===== src/rtl/vga_text_pkg.sv =====
// Shared constants, state encoding and cell-layout helper for the text buffer.
package vga_text_pkg;

  localparam int COLS = 12;
  localparam int ROWS = 13;

  localparam logic [6:0] ASCII_SPACE = 7'h20;
  localparam logic [6:0] ASCII_C     = 7'h43;
  localparam logic [6:0] ASCII_H     = 7'h48;
  localparam logic [6:0] ASCII_DOT   = 7'h2E;
  localparam logic [6:0] ASCII_V     = 7'h56;
  localparam logic [6:0] ASCII_0     = 7'h30;

  typedef enum logic [1:0] {
    ST_INIT    = 2'd0,
    ST_IDLE    = 2'd1,
    ST_CONVERT = 2'd2,
    ST_WRITE   = 2'd3
  } state_t;

  // Character for one cell of row "CHrr d.dddV "; bcd holds the mV digits d3..d0.
  function automatic logic [6:0] cell_char(input logic [3:0]  row,
                                           input logic [3:0]  col,
                                           input logic [15:0] bcd);
    logic [3:0] tens;
    logic [3:0] units;
    tens  = (row >= 4'd10) ? 4'd1 : 4'd0;
    units = (row >= 4'd10) ? row - 4'd10 : row;
    case (col)
      4'd0:    cell_char = ASCII_C;
      4'd1:    cell_char = ASCII_H;
      4'd2:    cell_char = ASCII_0 + {3'b000, tens};
      4'd3:    cell_char = ASCII_0 + {3'b000, units};
      4'd5:    cell_char = ASCII_0 + {3'b000, bcd[15:12]};
      4'd6:    cell_char = ASCII_DOT;
      4'd7:    cell_char = ASCII_0 + {3'b000, bcd[11:8]};
      4'd8:    cell_char = ASCII_0 + {3'b000, bcd[7:4]};
      4'd9:    cell_char = ASCII_0 + {3'b000, bcd[3:0]};
      4'd10:   cell_char = ASCII_V;
      default: cell_char = ASCII_SPACE;
    endcase
  endfunction

endpackage


===== src/rtl/bin2bcd_seq.sv =====
// Sequential double-dabble: 12-bit binary to 4 BCD digits, one bit per clock.
module bin2bcd_seq (
  input  logic        clk,
  input  logic        rst,
  input  logic        start,
  input  logic [11:0] bin,
  output logic [15:0] bcd,
  output logic        done
);

  logic [11:0] sh_bin;
  logic [3:0]  cnt;
  logic        busy;
  logic [15:0] adj;

  always_comb begin
    adj = bcd;
    for (int i = 0; i < 4; i++) begin
      if (bcd[4*i +: 4] >= 4'd5) adj[4*i +: 4] = bcd[4*i +: 4] + 4'd3;
    end
  end

  always_ff @(posedge clk or posedge rst) begin
    if (rst) begin
      bcd    <= '0;
      sh_bin <= '0;
      cnt    <= '0;
      busy   <= 1'b0;
    end else if (start) begin
      bcd    <= '0;
      sh_bin <= bin;
      cnt    <= 4'd12;
      busy   <= 1'b1;
    end else if (busy) begin
      bcd    <= {adj[14:0], sh_bin[11]};
      sh_bin <= {sh_bin[10:0], 1'b0};
      cnt    <= cnt - 4'd1;
      if (cnt == 4'd1) busy <= 1'b0;
    end
  end

  // High during the final iteration so the consumer can advance on the same edge.
  assign done = busy && (cnt == 4'd1);

endmodule


===== src/rtl/vga_text_buffer.sv =====
// Character RAM for the measurement display; rewrites one row per incoming
// channel voltage and serves the character renderer with 1-cycle reads.
//
// state      | meaning
// -----------+---------------------------------------------------------
// ST_INIT    | write template "CHrr 0.000V " to all cells, one per cycle
// ST_IDLE    | meas_ready=1, wait for a measurement
// ST_CONVERT | double-dabble running on the captured value (12 cycles)
// ST_WRITE   | write the 12 cells of the captured row (12 cycles)
module vga_text_buffer #(
  parameter int COLS = vga_text_pkg::COLS,
  parameter int ROWS = vga_text_pkg::ROWS
) (
  input  logic        clk,
  input  logic        rst,
  input  logic [11:0] meas_data,
  input  logic [3:0]  meas_ch,
  input  logic        meas_valid,
  output logic        meas_ready,
  input  logic [7:0]  text_xy,
  output logic [6:0]  char_code
);

  import vga_text_pkg::*;

  localparam logic [7:0] NCELLS   = 8'(COLS * ROWS);
  localparam logic [3:0] NROWS    = 4'(ROWS);
  localparam logic [3:0] LAST_ROW = 4'(ROWS - 1);
  localparam logic [3:0] LAST_COL = 4'(COLS - 1);

  state_t      state;
  logic [3:0]  wr_row;
  logic [3:0]  wr_col;
  logic        accept;
  logic        conv_done;
  logic [15:0] conv_bcd;
  logic        we;
  logic [7:0]  wa;
  logic [6:0]  wd;
  logic [6:0]  mem [0:COLS*ROWS-1];

  // Out-of-range channels are accepted by the handshake but never start an update.
  assign accept = (state == ST_IDLE) && meas_ready && meas_valid && (meas_ch < NROWS);

  // A 12-bit input tops out at 4095 mV, so the 9999 mV display ceiling is never
  // reached and four BCD digits always suffice without a clamp stage.
  bin2bcd_seq u_bin2bcd (
    .clk   (clk),
    .rst   (rst),
    .start (accept),
    .bin   (meas_data),
    .bcd   (conv_bcd),
    .done  (conv_done)
  );

  assign we = (state == ST_INIT) || (state == ST_WRITE);
  assign wa = 8'(wr_row) * 8'(COLS) + 8'(wr_col);
  assign wd = cell_char(wr_row, wr_col, (state == ST_WRITE) ? conv_bcd : 16'h0000);

  always_ff @(posedge clk) begin
    if (we) mem[wa] <= wd;
  end

  // Read-first: the write above lands in the same NBA slot as this read.
  always_ff @(posedge clk or posedge rst) begin
    if (rst)                  char_code <= ASCII_SPACE;
    else if (text_xy < NCELLS) char_code <= mem[text_xy];
    else                      char_code <= ASCII_SPACE;
  end

  always_ff @(posedge clk or posedge rst) begin
    if (rst) begin
      state      <= ST_INIT;
      meas_ready <= 1'b0;
      wr_row     <= '0;
      wr_col     <= '0;
    end else begin
      case (state)
        ST_INIT: begin
          if (wr_col == LAST_COL) begin
            wr_col <= '0;
            if (wr_row == LAST_ROW) begin
              wr_row     <= '0;
              state      <= ST_IDLE;
              meas_ready <= 1'b1;
            end else begin
              wr_row <= wr_row + 4'd1;
            end
          end else begin
            wr_col <= wr_col + 4'd1;
          end
        end
        ST_IDLE: begin
          if (accept) begin
            wr_row     <= meas_ch;
            wr_col     <= '0;
            state      <= ST_CONVERT;
            meas_ready <= 1'b0;
          end
        end
        ST_CONVERT: begin
          if (conv_done) state <= ST_WRITE;
        end
        ST_WRITE: begin
          if (wr_col == LAST_COL) begin
            wr_col     <= '0;
            state      <= ST_IDLE;
            meas_ready <= 1'b1;
          end else begin
            wr_col <= wr_col + 4'd1;
          end
        end
        default: state <= ST_INIT;
      endcase
    end
  end

endmodule


===== config.mk =====
export PLATFORM = sky130hd
export DESIGN_NAME = vga_text_buffer
export DESIGN_NICKNAME = d
export VERILOG_FILES = /design/src/rtl/vga_text_pkg.sv /design/src/rtl/bin2bcd_seq.sv /design/src/rtl/vga_text_buffer.sv
export SDC_FILE = /design/constraint.sdc
export NUM_CORES = 1
export LEC_CHECK = 0
export ABC_AREA = 1
export ABC_CLOCK_PERIOD_IN_PS = 8500
export CAP_MARGIN = 20
export CORE_UTILIZATION = 46
export DETAILED_ROUTE_END_ITERATION = 7
export MAX_ROUTING_LAYER = met4
export SLEW_MARGIN = 20
export SYNTH_ARGS = -nofsm -noshare
export SYNTH_HDL_FRONTEND = slang
export SYNTH_SLANG_ARGS = --single-unit
export TNS_END_PERCENT = 5

===== constraint.sdc =====
create_clock -name clk -period 8.5 [get_ports clk]
set_clock_uncertainty 0.1 [all_clocks]
set_input_delay 0.85 -clock clk [delete_from_list [all_inputs] [get_ports clk]]
set_output_delay 0.85 -clock clk [all_outputs]
set_load 0.05 [all_outputs]

-- Word-level counts from Yosys, hierarchy flattened
Memories as Yosys holds them, arrays and structs flattened.
Index checks and enable logic that the tools add are counted.
W data, S select, Z words.
- add/subtract/negate cells: 15
- $mul: 1
- $lt $le $gt $ge: 7
- eq/ne operators: 20
- multiplexer cells: 38
- reduce and logical (&&, ||, !) cells: 16
- operators by type and width (kind ; number):
    $pmux W7 S10 ; 1
    $mux W16 ; 3
    $mux W4 ; 11
    $add A6 B4 Y7 const A ; 5
    $mux W12 ; 2
    $eq A4 B4 Y1 const B ; 5
    $ge A4 B3 Y1 const B ; 4
    $pmux W4 S2 ; 2
    $add A4 B2 Y4 const B ; 3
    $eq A4 B3 Y1 const B ; 3
    $mux W1 ; 10
    $mux W2 ; 5
    $reduce_and A5 Y1 ; 2
    $add A4 B1 Y4 const B ; 2
    $add A8 B4 Y8 ; 1
    $eq A4 B1 Y1 const B ; 2
    $eq A4 B2 Y1 const B ; 2
    $lt A8 B8 Y1 const B ; 1
    $pmux W2 S4 ; 1
    $add A6 B1 Y7 const A ; 1
    $mux W7 ; 1
    $mul A4 B2 Y6 const B ; 1
    $ne A2 B1 Y1 const B ; 3
    $reduce_bool A2 Y1 ; 3
    18 further kinds ; 23
- register bits: 51
- bits in writable memories: 1092
- bits of input ports: 27
- memories: 1
- memories (name ; depth ; bits a word ; read ports ; clocked after Yosys merged registers in ; wr ports ; line ; RTL):
    mem ; 156 ; 7 ; 1 ; 0 ; 1 ; vga_text_buffer.sv:40 ; logic [6:0] mem [0:COLS*ROWS-1];

-- Depth between registers and ports, before layout
- depth in word-level cells: 6
- gate-level depth with buffers: 14

-- Modules after synthesis
A second synthesis with hierarchy kept.
- cell total of the unflattened synthesis: 4193
- area, all modules: 48088.6 um2
- modules (own cells, without submodules) (module ; times used ; cells an instance ; area an instance (um2) ; sequential area each (um2)):
    vga_text_buffer ; 1 ; 3974 ; 46254.4 ; 33243.1
    bin2bcd_seq ; 1 ; 219 ; 1834.3 ; 825.8

-- Worst setup path before layout
No wires, ideal clock.
- path kind: register to register
- start: register wr_col[0]
- end: memory mem[0][5], data pin
- library setup time: 1043 ps
- data arrival time: 5082 ps
- path slack: 2275 ps
- cell stages (with the launch flop): 6
- buffers on the path: 0
- period minus slack after synthesis: 6225 ps
- cell sequence: dfrtp_1 inv_1 ha_1 nand2_1 nand2_1 o2111ai_1
- cells in the longest elaborated chain, start to end: 2
- RTL lines (element ; line ; RTL):
    start: declaration ; vga_text_buffer.sv:33 ; logic [3:0] wr_col;
    start signal: assignment ; vga_text_buffer.sv:90 ; wr_col <= wr_col + 4'd1;
    start signal: assignment ; vga_text_buffer.sv:110 ; wr_col <= wr_col + 4'd1;
    $eq A4 B4 Y1, or another cell as far along ; vga_text_pkg.sv:29 ; case (col)
    $pmux W7 S10 (*) ; vga_text_pkg.sv:29 ;
    net wd[5] ; vga_text_buffer.sv:39 ; logic [6:0] wd;
    end: declaration ; vga_text_buffer.sv:40 ;
The timed path passes the listed nets; every way through them passes the cells marked *.

-- Final worst setup path
- start: input text_xy[4]
- end: register char_code[2]
- cells in the longest elaborated chain, start to end: 2
- RTL lines (element ; line ; RTL):
    start: declaration ; vga_text_buffer.sv:20 ; input logic [7:0] text_xy,
    $mem_v2 Z156 W7 / $lt A8 B8 Y1 (equally long branches) ; - ;
    $mux W7 (*) ; vga_text_buffer.sv:67 ; else if (text_xy < NCELLS) char_code <= mem[text_xy];
    end signal: assignment ; vga_text_buffer.sv:67 ;
    end: declaration ; vga_text_buffer.sv:21 ; output logic [6:0] char_code
Mark *: on every way between the ends. The rest lies on a longest branch, timed or not.
A chain may end at the register's enable or synchronous reset.

==> results.toml <==
[run_status]
status = "completed"

[global_routing]
grt_overflow = 0
antenna_found_initial = 1
first_global_vias = 29240
gr-usage-all-layers_pct = 24.87
grt_pass1_wl_um = 188400
grt_max_degree = 184

[yosys]
synthMostInstantiatedCell = "edfxtp_1"
synth_edf_count = 1092
synthTopCellsByArea = "edfxtp_1, nand2_1, nand3_1, dfrtp_1, nor2_1"
yosysWarnings = 0
synth_top_area_cell = "edfxtp_1"
ys_types = 45
synth_top_area_share_pct = 68.96
async_flop_share_pct = 4.462
post_synth.cell_area_avg_um2 = 11.63
yosys_register_bits = 1143
syn_inst = 4088
synthFlopType = "edfxtp_1"
ys_seq_area_share_pct = 71.64
syn-num-nets = 4146
synth_common_cells = "edfxtp_1, nand2_1, nand3_1, nor2_1, o21ai_0"
synth_area_um2 = 47550

[worst_setup_path]
cp_slowest_stage_delay_ns = 1.11
crit_fanout = 18
slowest_stage = "clkdlybuf4s50_1"
critPathKind = "input port to flip-flop"
rrSetupSlack_ns = 4.47
cp_top_family = "buffers and inverters"
arrival_ns = 4.63
required_ns = 9.00
cp_cell_sequence = "clkdlybuf4s50_1 > inv_1 > nor2_4 > buf_16 > nand3_1 > nand2_1 > nor2_1 > nand2_1 > nand3_1 > nand3_1 > nand2_1"
critPathBufInv = 3
worst_setup_path_start_kind = "input port"
setup.worst_path.end_class = "flip-flop"

[power]
pwr-share-seq_pct = 52.2
p_sw_share_pct = 22.09
power_w = 0.01165
p_per_area_nw_per_um2 = 220.6
p_sw_w = 0.002573
peakVddDrop_mv = 0.1677
p_int_w = 0.009077
clkPwrFrac_pct = 43.1
power.leakage_nw = 18.27
comb_power_share_pct = 4.7

[routing]
first_pass_iters = 5
routedWlPerCell_um = 22.81
ant_nets = 0
vias = 31011
routed_wl_um = 125600
dr.first_iter.drc_count = 3256
via_per_inst = 5.631
drc = 0

[layout]
fill_cells = 8917
finalNetCount = 4101
fin_cells = 5507
diodes = 0
final_cell_area_um2 = 52820
drive_gt1_share_pct = 7.321
area_growth_pct = 11.07

[clock_tree]
postCtsResizedCells = 0
cts_tree = "built"
hold_buffers = 0
cts_inserted_buffers = 116
clockBufferDepth = 3
cts-root-buf = "clkbuf_16"
htreeDepth = 3
postCtsSetupBuffers = 0
cts_sinks = 1143
insertion_delay_ns = 0.72
clkTransAtPathRegs_ns = 0.06

[floorplanning]
start_util_pct = 46.54
ios = 35
dieArea_um2 = 104700
die_w_um = 323.5
fp.coreArea_um2 = 102200
row_count = 117
die_height_um = 323.5

[sta]
final.setup.worst_slack_ns = 4.370
finalSetupTns_ns = 0
period_share_pct = 48.59
slew_headroom_pct = 20.21
rsz0062_at_grt = "false"
final_max_slew_viol_count = 0
worst_pin_slew_ns = 1.194
max_freq_mhz = 242.1
setup_viol = 0
hold_viol_final = 0
fin_crit_ns = 4.130

[placed_design]
dpl_cell_area_um2 = 49090
place_inst = 5293
gp_congestion = 0.8421
port_buffers = 34
preCtsSetupSlack_ns = 3.736
hpwl_um = 69390

[worst_hold_path]
hp-class = "flip-flop to flip-flop"

[job]
max_cap_viol_count = 0
[stage by stage]
| stage | hold slack, ns | utilization, % |
|---|---|---|
| 6_report | 0.4111 | 51.69 |
| 5_1_grt | 0.4445 | 51.69 |
| 4_1_cts | 0.4201 | 51.69 |
| 3_5_place_dp | 0.4065 | 48.05 |
| 3_3_place_gp | 0.3852 | 48.02 |
| 2_1_floorplan | 0.3534 | - |
[area by class of cell]
cell class                 count  area (um^2)  share of cell area (%)
clock buffer                 137         3003                   5.685
clock inverter                77        721.9                   1.367
inverter                     106        415.4                  0.7865
multi-input combinational   2594        12060                   22.83
sequential                  1143        34070                   64.50
tap                         1368         1712                   3.241
timing repair buffer          82        840.8                   1.592
[worst register-to-register path, cell delays in order (launching register included)]
cell and delay (ns):
dfrtp_1 0.51, inv_1 0.15, ha_1 0.33, inv_1 0.08
fa_1 0.43, xnor2_1 0.32, inv_1 0.10, nor2_1 0.42
nand2_1 0.49, nor2_1 0.74
[cells in the final DEF (no fill, tap or decap), types with 4 or more instances in the layout]
| master | Yosys | layout |
|---|---|---|
| xnor2_1 | 4 | 4 |
| o221ai_1 | 21 | 21 |
| buf_4 | 1 | 39 |
| clkinv_2 | 0 | 21 |
| o211ai_1 | 20 | 20 |
| clkdlybuf4s50_1 | 0 | 31 |
| nor2_2 | 56 | 58 |
| o22ai_1 | 59 | 59 |
| o21ai_1 | 13 | 13 |
| bufinv_16 | 0 | 11 |
| a21oi_1 | 54 | 54 |
| buf_12 | 0 | 9 |
| dfrtp_1 | 50 | 50 |
| clkinvlp_4 | 0 | 4 |
| inv_1 | 99 | 98 |
| clkbuf_1 | 119 | 20 |
| nand4_1 | 10 | 10 |
| clkinv_1 | 2 | 34 |
| ha_1 | 29 | 29 |
| nand2_1 | 1076 | 1075 |
| clkbuf_16 | 0 | 117 |
| xor2_1 | 9 | 9 |
| nand2_4 | 8 | 9 |
| nor2_1 | 305 | 302 |
| edfxtp_1 | 1092 | 1092 |
| nand3_1 | 734 | 733 |
| o21ai_0 | 169 | 169 |
[layer usage]
metal	GRT usage [%]	wire (um)	vias up
met5	-	0	-
met4	7.151	3352	0
met3	4.008	8897	215
met2	38.03	58980	1106
met1	34.42	54390	15320
li1	-	-	14370
[path summary, 6_finish.rpt]
path	from	endpoint	cells past startpoint
setup / recovery	text_xy[4]	char_code[2]	11
hold / removal	u_bin2bcd.sh_bin[8]	u_bin2bcd.sh_bin[8]	2
setup reg to reg	wr_row[1]	mem[154][4]	9
hold reg to reg	u_bin2bcd.sh_bin[8]	u_bin2bcd.sh_bin[8]	2
max in group asynchronous	rst	char_code[0]	3
min in group asynchronous	rst	u_bin2bcd.sh_bin[1]	3
[power groups by stage]
stage,Sequential [W],Combinational (W),Clock [W]
CTS,0.00608,0.000541,0.00507
global placement,0.00620,0.000537,0
detailed placement,0.00620,0.000540,0
global route,0.00608,0.000593,0.00529
floorplan,0.00621,0.000335,0
finish,0.00608,0.000543,0.00503
[state kept, by name, summed over array words and instances, names as in the netlist]
signal and cells:
wr_col 4, meas_ready 1, char_code 7, u_bin2bcd.bcd 16
u_bin2bcd.busy 1, state 2, wr_row 4, u_bin2bcd.cnt 4
mem 1092, u_bin2bcd.sh_bin 12
[kinds of logic after synthesis]
logic type / after synthesis / synth area share [%]
AND/OR/NAND/NOR: 2198 / 19.85
flip-flops: 1143 / 71.64
buffers and inverters: 351 / 3.107
AO/OA/AOI/OAI: 347 / 4.160
XOR/XNOR: 16 / 0.3421
adder cells (fa/ha/maj): 31 / 0.8472
multiplexers: 2 / 0.04736
(Power assumes the default switching activity.)
